### src/rtl/stage_unloader_8_if.sv
// stage_unloader_8_if: snapshot load and word stream handshake; out_parity only with STAGE_UNLOADER_PARITY_EN
interface stage_unloader_8_if #(
    parameter int WIDTH = 16,
    parameter int DEPTH = 8,
    parameter int CNT_W = 4
);
    logic                   load_valid;
    logic                   load_ready;
    logic [WIDTH*DEPTH-1:0] load_data;
    logic                   out_valid;
    logic                   out_ready;
    logic [WIDTH-1:0]       out_data;
    logic                   out_last;
    logic                   busy;
    logic [CNT_W-1:0]       count_remaining;
`ifdef STAGE_UNLOADER_PARITY_EN
    logic                   out_parity;
`endif
    modport master (
        input  load_valid, load_data, out_ready,
`ifdef STAGE_UNLOADER_PARITY_EN
        output out_parity,
`endif
        output load_ready, out_valid, out_data, out_last, busy, count_remaining
    );
    modport slave (
        output load_valid, load_data, out_ready,
`ifdef STAGE_UNLOADER_PARITY_EN
        input  out_parity,
`endif
        input  load_ready, out_valid, out_data, out_last, busy, count_remaining
    );
endinterface

### src/rtl/stage_unloader_8.sv
// stage_unloader_8: parallel snapshot load drained oldest-first as a word stream; STAGE_UNLOADER_PARITY_EN adds out_parity
module stage_unloader_8 #(
    parameter int WIDTH = 16,
    parameter int DEPTH = 8,
    parameter int CNT_W = 4
) (
    input logic               clk,
    input logic               reset_n,
    stage_unloader_8_if.master bus
);
    typedef enum logic {IDLE, DRAIN} state_t;
    state_t                       state, state_d;
    logic [DEPTH-1:0][WIDTH-1:0]  sreg;
    logic [CNT_W-1:0]             cnt;
    logic                         beat, last, load;
    assign beat = bus.out_valid & bus.out_ready;
    assign last = bus.out_last & bus.out_ready;
    assign load = bus.load_valid & bus.load_ready;
    assign bus.load_ready      = (state == IDLE) | last;
    assign bus.out_valid       = state == DRAIN;
    assign bus.busy            = state == DRAIN;
    assign bus.out_data        = sreg[DEPTH-1];
    assign bus.out_last        = cnt == CNT_W'(1);
    assign bus.count_remaining = cnt;
`ifdef STAGE_UNLOADER_PARITY_EN
    assign bus.out_parity      = ^sreg[DEPTH-1];
`endif
    always_comb begin
        state_d = load ? DRAIN : last ? IDLE : state;
    end
    always_ff @(posedge clk or negedge reset_n) begin
        if (!reset_n) state <= IDLE;
        else          state <= state_d;
    end
    // zero fill means a fully drained buffer already reads as 0 in IDLE
    always_ff @(posedge clk or negedge reset_n) begin
        if (!reset_n) begin
            sreg <= '0;
            cnt  <= '0;
        end else if (load) begin
            sreg <= bus.load_data;
            cnt  <= CNT_W'(DEPTH);
        end else if (beat) begin
            sreg <= {sreg[DEPTH-2:0], WIDTH'(0)};
            cnt  <= cnt - CNT_W'(1);
        end
    end
endmodule

### src/flat_wrapper.sv
// flat-port wrapper written by rule: the top's interface ports become plain ports
module stage_unloader_8_flat 
#(
    parameter int WIDTH = 16,
    parameter int DEPTH = 8,
    parameter int CNT_W = 4
)
  (clk, reset_n, bus_load_valid, bus_load_data, bus_out_ready, bus_load_ready, bus_out_valid, bus_out_data, bus_out_last, bus_busy, bus_count_remaining);
  stage_unloader_8_if #(.WIDTH(WIDTH), .DEPTH(DEPTH), .CNT_W(CNT_W)) bus_i ();
  input logic clk;
  input logic reset_n;
  input wire logic [$bits(bus_i.load_valid)-1:0] bus_load_valid;
  input wire logic [$bits(bus_i.load_data)-1:0] bus_load_data;
  input wire logic [$bits(bus_i.out_ready)-1:0] bus_out_ready;
  output wire logic [$bits(bus_i.load_ready)-1:0] bus_load_ready;
  output wire logic [$bits(bus_i.out_valid)-1:0] bus_out_valid;
  output wire logic [$bits(bus_i.out_data)-1:0] bus_out_data;
  output wire logic [$bits(bus_i.out_last)-1:0] bus_out_last;
  output wire logic [$bits(bus_i.busy)-1:0] bus_busy;
  output wire logic [$bits(bus_i.count_remaining)-1:0] bus_count_remaining;
  assign bus_i.load_valid = bus_load_valid;
  assign bus_i.load_data = bus_load_data;
  assign bus_i.out_ready = bus_out_ready;
  assign bus_load_ready = bus_i.load_ready;
  assign bus_out_valid = bus_i.out_valid;
  assign bus_out_data = bus_i.out_data;
  assign bus_out_last = bus_i.out_last;
  assign bus_busy = bus_i.busy;
  assign bus_count_remaining = bus_i.count_remaining;
  stage_unloader_8 #(.WIDTH(WIDTH), .DEPTH(DEPTH), .CNT_W(CNT_W)) u_core (.clk(clk), .reset_n(reset_n), .bus(bus_i));
endmodule
### config.mk
export PLATFORM = sky130hd
export DESIGN_NAME = stage_unloader_8_flat
export DESIGN_NICKNAME = d
export VERILOG_FILES = /design/src/rtl/stage_unloader_8_if.sv /design/src/rtl/stage_unloader_8.sv /design/src/flat_wrapper.sv
export SDC_FILE = /design/constraint.sdc
export NUM_CORES = 1
export LEC_CHECK = 0
export CORE_UTILIZATION = 50
export CTS_BUF_LIST = sky130_fd_sc_hd__clkbuf_2 sky130_fd_sc_hd__clkbuf_4 sky130_fd_sc_hd__clkbuf_8
export DETAILED_ROUTE_END_ITERATION = 12
export GPL_TIMING_DRIVEN = 0
export HOLD_SLACK_MARGIN = 0.08
export PLACE_DENSITY = 0.91
export SLEW_MARGIN = 20
export SYNTH_ARGS = -nofsm -noshare
export SYNTH_HDL_FRONTEND = slang
export SYNTH_SLANG_ARGS = --single-unit
### constraint.sdc
create_clock -name clk -period 2.5 [get_ports clk]
set_clock_uncertainty 0.15 [all_clocks]
set_input_delay 0.375 -clock clk [delete_from_list [all_inputs] [get_ports clk]]
set_output_delay 0.375 -clock clk [all_outputs]
set_load 0.01 [all_outputs]
==> impl_metrics.yaml, run 1 <==
setup_path:
  path_max_fanout: 10
  cp.arrival_ns: 2.38
  startpoint_type: "flip-flop"
  critical_path_class: "flip-flop to flip-flop"
  critPathRequiredTime_ns: 2.73
  crit_path_end_kind: "flip-flop"
floorplanning:
  die-area_mm2: 0.01217
  dieHeight_um: 110.3
  rows: 39
  start_util_pct: 51.38
  fp.dieW_um: 110.3
  coreArea_mm2: 0.01142
  ios: 156
routing:
  drt_iter0_drc: 378
  wirelength_um: 16010
  routedWlPerCell_um: 20.21
  ant_nets: 0
  drt-pass1-iter-count: 4
  drc_errors: 0
  post_drt_via_cell_ratio: 5.932
  num_vias: 4698
finish:
  layout-drive-gt1-share_pct: 12.48
  final_util_pct: 70.26
  register_area_mm2: 0.003328
  fill_cells: 793
  design_area_mm2: 0.008023
  antennaDiodeCount: 0
  fin_nets: 771
  area_growth_pct: 36.75
  final_cell_count_no_fill: 792
  multi_input_area_mm2: 0.002146
clock_tree:
  clock_latency_ns: 0.44
  cts.sinks: 133
  clk_path_buf_depth: 2
  post_cts_buffers: 0
  tritoncts: "done"
  cts_max_level: 4
  root_buffer: "clkbuf_8"
  cts_buffers: 17
  path_clk_slew_ns: 0.08
synthesis:
  synth_top_area_share_pct: 56.73
  syn-num-nets: 595
  seq_area_frac_synth_pct: 56.73
  synth.area.mux_share_pct: 0.3626
  synth.distinct_cells: 29
  syn-cell-area_mm2: 0.005867
  yosysWarnings: 0
  synth-adder-area-share_pct: 0.4265
  synth_area_leaders: "dfrtp_1, a221o_1, and2_1, buf_4, a22o_1"
  synth_xor_xnor_area_share_pct: 0
  synth_top_family_by_area: "compound AO/OA/AOI/OAI gates"
  ys_ff_latch: 133
  synth_cells: 461
  synth_top_area_cell: "dfrtp_1"
  syn_area_per_cell_um2: 12.73
  synth_compound_area_share_pct: 22.18
  synth-simple-area-share_pct: 13.61
global_route:
  grt_pass1_wl_um: 24610
  grt_max_degree: 86
  grt-ovfl-total: 0
  antenna_found_initial: 0
  first_global_vias: 4803
  grt_usage_pct: 27.70
sta:
  grt_setup_unrepaired: "false"
  timing.final.crit_share_pct: 86.17
  fmax_ghz: 0.4642
  hold_violations: 0
  layout_min_cycle_time_ns: 2.154
  report.final.slew_viol_count: 0
  worst_slew_pin_slew_ns: 0.4925
  setup_viol: 0
  finalHoldWorstSlack_ns: 0.2954
  max_slew_margin_pct: 67.17
placement:
  place.port_buffers: 155
  dpl.hpwl_um: 11970
  dp_cells: 760
  dpl_cell_area_mm2: 0.007626
  gp_congestion: 0.8086
power_and_ir_drop:
  switching_power_mw: 2.197
  seqPwrFrac_pct: 45.9
  power_leakage_nw: 3.760
  swShare_pct: 29.47
  clkPwrFrac_pct: 23.5
  vdd_drop_max_v: 0.0006896
  power_density_mw_per_mm2: 929.2
  power.internal_mw: 5.258
  total_power_mw: 7.454
  combPwrFrac_pct: 30.6
worst_hold_path:
  hp-class: "input port to asynchronous set/reset pin"
status:
  status: "finished, final reports clean"
job:
  drv_cap: 0
==> worst paths after layout <==
check / startpoint / to / slack, ns / cells past startpoint
worst max-delay path: u_core.bus.busy$_DFFE_PN0P_ / u_core.sreg[21]$_DFFE_PN0P_ / 0.35 / 6
worst min-delay path: reset_n / u_core.bus.out_data[1]$_DFFE_PN0P_ / 0.30 / 2
worst max register to register: u_core.bus.busy$_DFFE_PN0P_ / u_core.sreg[21]$_DFFE_PN0P_ / 0.35 / 6
worst min register to register: u_core.sreg[29]$_DFFE_PN0P_ / u_core.sreg[45]$_DFFE_PN0P_ / 0.35 / 1
max in group asynchronous: reset_n / u_core.sreg[40]$_DFFE_PN0P_ / 1.15 / 3
min in group clk: u_core.sreg[29]$_DFFE_PN0P_ / u_core.sreg[45]$_DFFE_PN0P_ / 0.35 / 1
==> worst max-delay path, cell delays in order, from the launching register on <==
cell,delay [ns]
dfrtp_1,0.39
buf_6,0.15
mux2i_1,0.40
buf_4,0.25
clkbuf_1,0.41
and2_1,0.23
a221o_1,0.11
==> per-layer routing <==
metal | vias to the layer above | routed length, um | global-route usage, %
li1 | 2099 | - | -
met1 | 2350 | 6301 | 33.01
met2 | 218 | 7931 | 47.47
met3 | 31 | 1362 | 8.466
met4 | 0 | 411 | 9.680
met5 | - | 0 | 0
==> per-stage QoR <==
| step | TNS [ns] | setup WS, ns |
|---|---|---|
| floorplan | 0 | 0.6755 |
| CTS | 0 | 0.03713 |
| global placement | -514.43 | -3.879 |
| detailed placement | -0.000003109 | -0.000003109 |
| global route | 0 | 0.2053 |
| finish | 0 | 0.3458 |
==> layout make-up <==
| cell class | instances | area share [%] |
|---|---|---|
| clock buffers | 18 | 3.088 |
| repair buffers | 157 | 19.88 |
| well taps | 143 | 2.230 |
| inverters | 4 | 0.1871 |
| clock inverters | 13 | 1.669 |
| multi-input cells | 266 | 26.75 |
| flip-flops and latches | 133 | 41.48 |
| plain buffers | 58 | 4.710 |
==> power groups by stage <==
stage	combinational (mW)	sequential, mW	clock, mW
final	2.28	3.42	1.75
after detailed placement	2.27	3.43	0
after global placement	2.17	3.38	0
after CTS	2.30	3.41	1.76
after floorplan	1.45	3.23	0
after global routing	2.48	3.50	1.86
==> registers in the layout, summed over array words and instances, names as in the netlist <==
register	count
u_core.bus.out_data	16
u_core.bus.count_remaining	4
u_core.sreg	112
u_core.bus.busy	1
==> layout by cell type, fill, tap and decap left out <==
cell / Yosys / final
dlygate4sd3_1: 0 / 1
clkinv_4: 0 / 2
inv_1: 4 / 4
mux2_2: 1 / 1
buf_6: 9 / 10
clkbuf_1: 10 / 10
nor2_2: 1 / 1
buf_16: 0 / 1
clkinvlp_4: 0 / 3
ha_1: 2 / 2
clkdlybuf4s50_1: 0 / 152
o21ai_0: 2 / 2
dfrtp_1: 133 / 133
mux2i_1: 1 / 1
and3_1: 1 / 1
bufinv_16: 0 / 2
buf_2: 17 / 17
inv_6: 0 / 1
and4bb_4: 1 / 1
buf_1: 3 / 3
a21oi_1: 2 / 2
and2_1: 105 / 105
buf_4: 19 / 19
a31oi_1: 2 / 2
nor2b_1: 1 / 1
nand2_1: 5 / 5
dlymetal6s2s_1: 0 / 2
nor2_1: 1 / 1
and2_0: 7 / 7
nand4bb_1: 1 / 1
o31ai_1: 1 / 1
nor3b_1: 1 / 1
or3_1: 1 / 1
a22o_1: 16 / 16
nor4b_1: 1 / 1
nand2b_1: 1 / 1
clkinv_2: 0 / 5
clkbuf_8: 0 / 18
a221o_1: 112 / 112
==> kinds of logic after synthesis <==
logic type                 Yosys count
AOI/OAI and AO/OA                  135
DFF                                133
and+or+nand+nor                    127
buffers and inverters               62
muxes                                2
adders and majority gates            2
==> what timing repair did <==
action                                 in CTS  in global routing
resized for setup                           0                  2
setup endpoints to repair                   0                  2
hold buffers                                1                  0
endpoints found under the hold margin      48                  0
==> cells in the mapped netlist (all sizes together) <==
library cell  number
and2             112
a31oi              2
nor2               2
nand2              5
dfrtp            133
nor4b              1
mux2i              1
nand2b             1
a22o              16
and3               1
nand4bb            1
a21oi              2
buf               48
nor3b              1
and4bb             1
o21ai              2
mux2               1
nor2b              1
inv                4
a221o            112
ha                 2
o31ai              1
clkbuf            10
or3                1
Power figures use the tool's default switching activity.
==> run 2, diff against run 1 <==
--- a/config.mk
+++ b/config.mk
@@ -8,7 +8,6 @@
 export CORE_UTILIZATION = 50
 export CTS_BUF_LIST = sky130_fd_sc_hd__clkbuf_2 sky130_fd_sc_hd__clkbuf_4 sky130_fd_sc_hd__clkbuf_8
 export DETAILED_ROUTE_END_ITERATION = 12
-export GPL_TIMING_DRIVEN = 0
 export HOLD_SLACK_MARGIN = 0.08
 export PLACE_DENSITY = 0.91
 export SLEW_MARGIN = 20
==> impl_metrics.yaml, run 2 (synthesis gave the netlist of run 1 again) <==
finish:
  register_area_mm2: 0.003328
  fill_cells: 810
  mostFrequentLayoutCells: "clkdlybuf4s50_1, dfrtp_1, a221o_1"
  largest_register_ff_count: 112
  final_util_pct: 68.96
  final_common_cell: "clkdlybuf4s50_1"
  fin_nets: 725
  top_register: "u_core.sreg"
  layout-drive-gt1-share_pct: 8.458
  antennaDiodeCount: 0
  multi_input_area_mm2: 0.002177
  area_growth_pct: 34.21
placement:
  place.port_buffers: 155
  dpl.hpwl_um: 9638
  gp_congestion: 0.8149
worst_hold_path:
  hp-class: "input port to asynchronous set/reset pin"
sta:
  timing.final.crit_share_pct: 92.60
  fmax_ghz: 0.4320
  setup_viol: 0
  hold_violations: 0
  setup_tns_ns: 0
  worst_slew_pin_slew_ns: 0.9373
  max_slew_margin_pct: 37.36
  grt_setup_unrepaired: "false"
  layout_min_cycle_time_ns: 2.315
  finalHoldWorstSlack_ns: 0.3150
  report.final.slew_viol_count: 0
power_and_ir_drop:
  power_leakage_nw: 3.599
  power_density_mw_per_mm2: 935.8
  vdd_drop_max_v: 0.0006452
clock_tree:
  root_buffer: "clkbuf_8"
  clk_path_buf_depth: 2
  tritoncts: "done"
  cts_buffers: 17
  cts_max_level: 4
  clock_latency_ns: 0.43
  path_clk_slew_ns: 0.08
  cts.sinks: 133
setup_path:
  path_max_fanout: 36
  startpoint_type: "flip-flop"
  cp.arrival_ns: 2.54
  critPathRequiredTime_ns: 2.72
  critical_path_class: "flip-flop to flip-flop"
  crit_path_end_kind: "flip-flop"
floorplanning:
  start_util_pct: 51.38
  ios: 156
  coreArea_mm2: 0.01142
  dieHeight_um: 110.3
  fp.dieW_um: 110.3
  die-area_mm2: 0.01217
  rows: 39
global_route:
  first_global_vias: 4455
  grt-ovfl-total: 0
  grt_usage_pct: 24.84
  antenna_found_initial: 0
  grt_max_degree: 79
  grt_pass1_wl_um: 22280
routing:
  drc_errors: 0
  post_drt_via_cell_ratio: 6.058
  dr_wl_met3_um: 1239
  highest_layer: "met4"
  dr_wl_met2_um: 6862
  drt_iter0_drc: 484
  wirelength_um: 14570
  num_vias: 4519
  ant_nets: 0
  met1_length_um: 6099
  routedWlPerCell_um: 19.53
  drt-pass1-iter-count: 5
job:
  drv_cap: 0
status:
  status: "finished, final reports clean"
[run 2: per-stage QoR]
step                area, um^2  instances  setup slack (ns)  power (mW)
floorplan                 5867        461            0.6755       4.682
finish                    7874        746            0.1850       7.369
global placement          7427        713           0.06932       5.357
CTS                       7866        746          0.004350       7.400
global route              7874        746           0.06019       7.758
detailed placement        7427        713          -0.01488       5.471
[run 2: final cells by class]
type / count / share of cell area (%)
clock buffers: 23 / 3.782
clock inverters: 8 / 1.573
inverters: 4 / 0.1907
repair buffers: 169 / 22.26
well taps: 143 / 2.272
flip-flops and latches: 133 / 42.27
multi-input cells: 266 / 27.65
[run 2: power breakdown]
part | leakage [nW] | internal, mW | switching, mW | total, mW
logic | 1.59 | 1.28 | 0.781 | 2.06
clock network | 0.212 | 1.09 | 0.805 | 1.90
registers | 1.79 | 2.92 | 0.488 | 3.41
total | 3.60 | 5.30 | 2.07 | 7.37
[run 2: metal layers]
metal	vias up	GRT usage (%)
met5	-	0
met4	0	10.43
li1	1997	-
met3	24	8.289
met1	2270	32.47
met2	228	37.93
[run 2: path summary, 6_finish.rpt]
kind	from	to	slack, ns	cells after the start
worst max-delay path	u_core.bus.count_remaining[1]$_DFFE_PN0P_	u_core.sreg[34]$_DFFE_PN0P_	0.18	6
worst min-delay path	reset_n	u_core.sreg[65]$_DFFE_PN0P_	0.31	2
worst max register to register	u_core.bus.count_remaining[1]$_DFFE_PN0P_	u_core.sreg[34]$_DFFE_PN0P_	0.18	6
worst min register to register	u_core.sreg[46]$_DFFE_PN0P_	u_core.sreg[62]$_DFFE_PN0P_	0.35	1
max in group asynchronous	reset_n	u_core.sreg[110]$_DFFE_PN0P_	1.28	3
min in group clk	u_core.sreg[46]$_DFFE_PN0P_	u_core.sreg[62]$_DFFE_PN0P_	0.35	1
[run 2: repair_timing]
| action | CTS | global route |
|---|---|---|
| gates resized for setup | 0 | 3 |
| hold endpoints to repair | 53 | 0 |
| endpoints found under the setup margin | 1 | 2 |
| buffers inserted | 1 | 0 |
| hold buffers | 1 | 0 |
[run 2: critical path: stages (launching register included)]
cell	delay, ns
dfrtp_1	0.39
inv_1	0.08
ha_2	0.20
and4bb_4	0.22
nor2_4	0.71
buf_12	0.28
a221o_1	0.19
==> run 3, diff against run 2 <==
--- a/config.mk
+++ b/config.mk
@@ -5,6 +5,7 @@
 export SDC_FILE = /design/constraint.sdc
 export NUM_CORES = 1
 export LEC_CHECK = 0
+export CAP_MARGIN = 20
 export CORE_UTILIZATION = 50
 export CTS_BUF_LIST = sky130_fd_sc_hd__clkbuf_2 sky130_fd_sc_hd__clkbuf_4 sky130_fd_sc_hd__clkbuf_8
 export DETAILED_ROUTE_END_ITERATION = 12
==> results of run 3 <==
Final layout, timing and power as in run 2 (identical DEF).
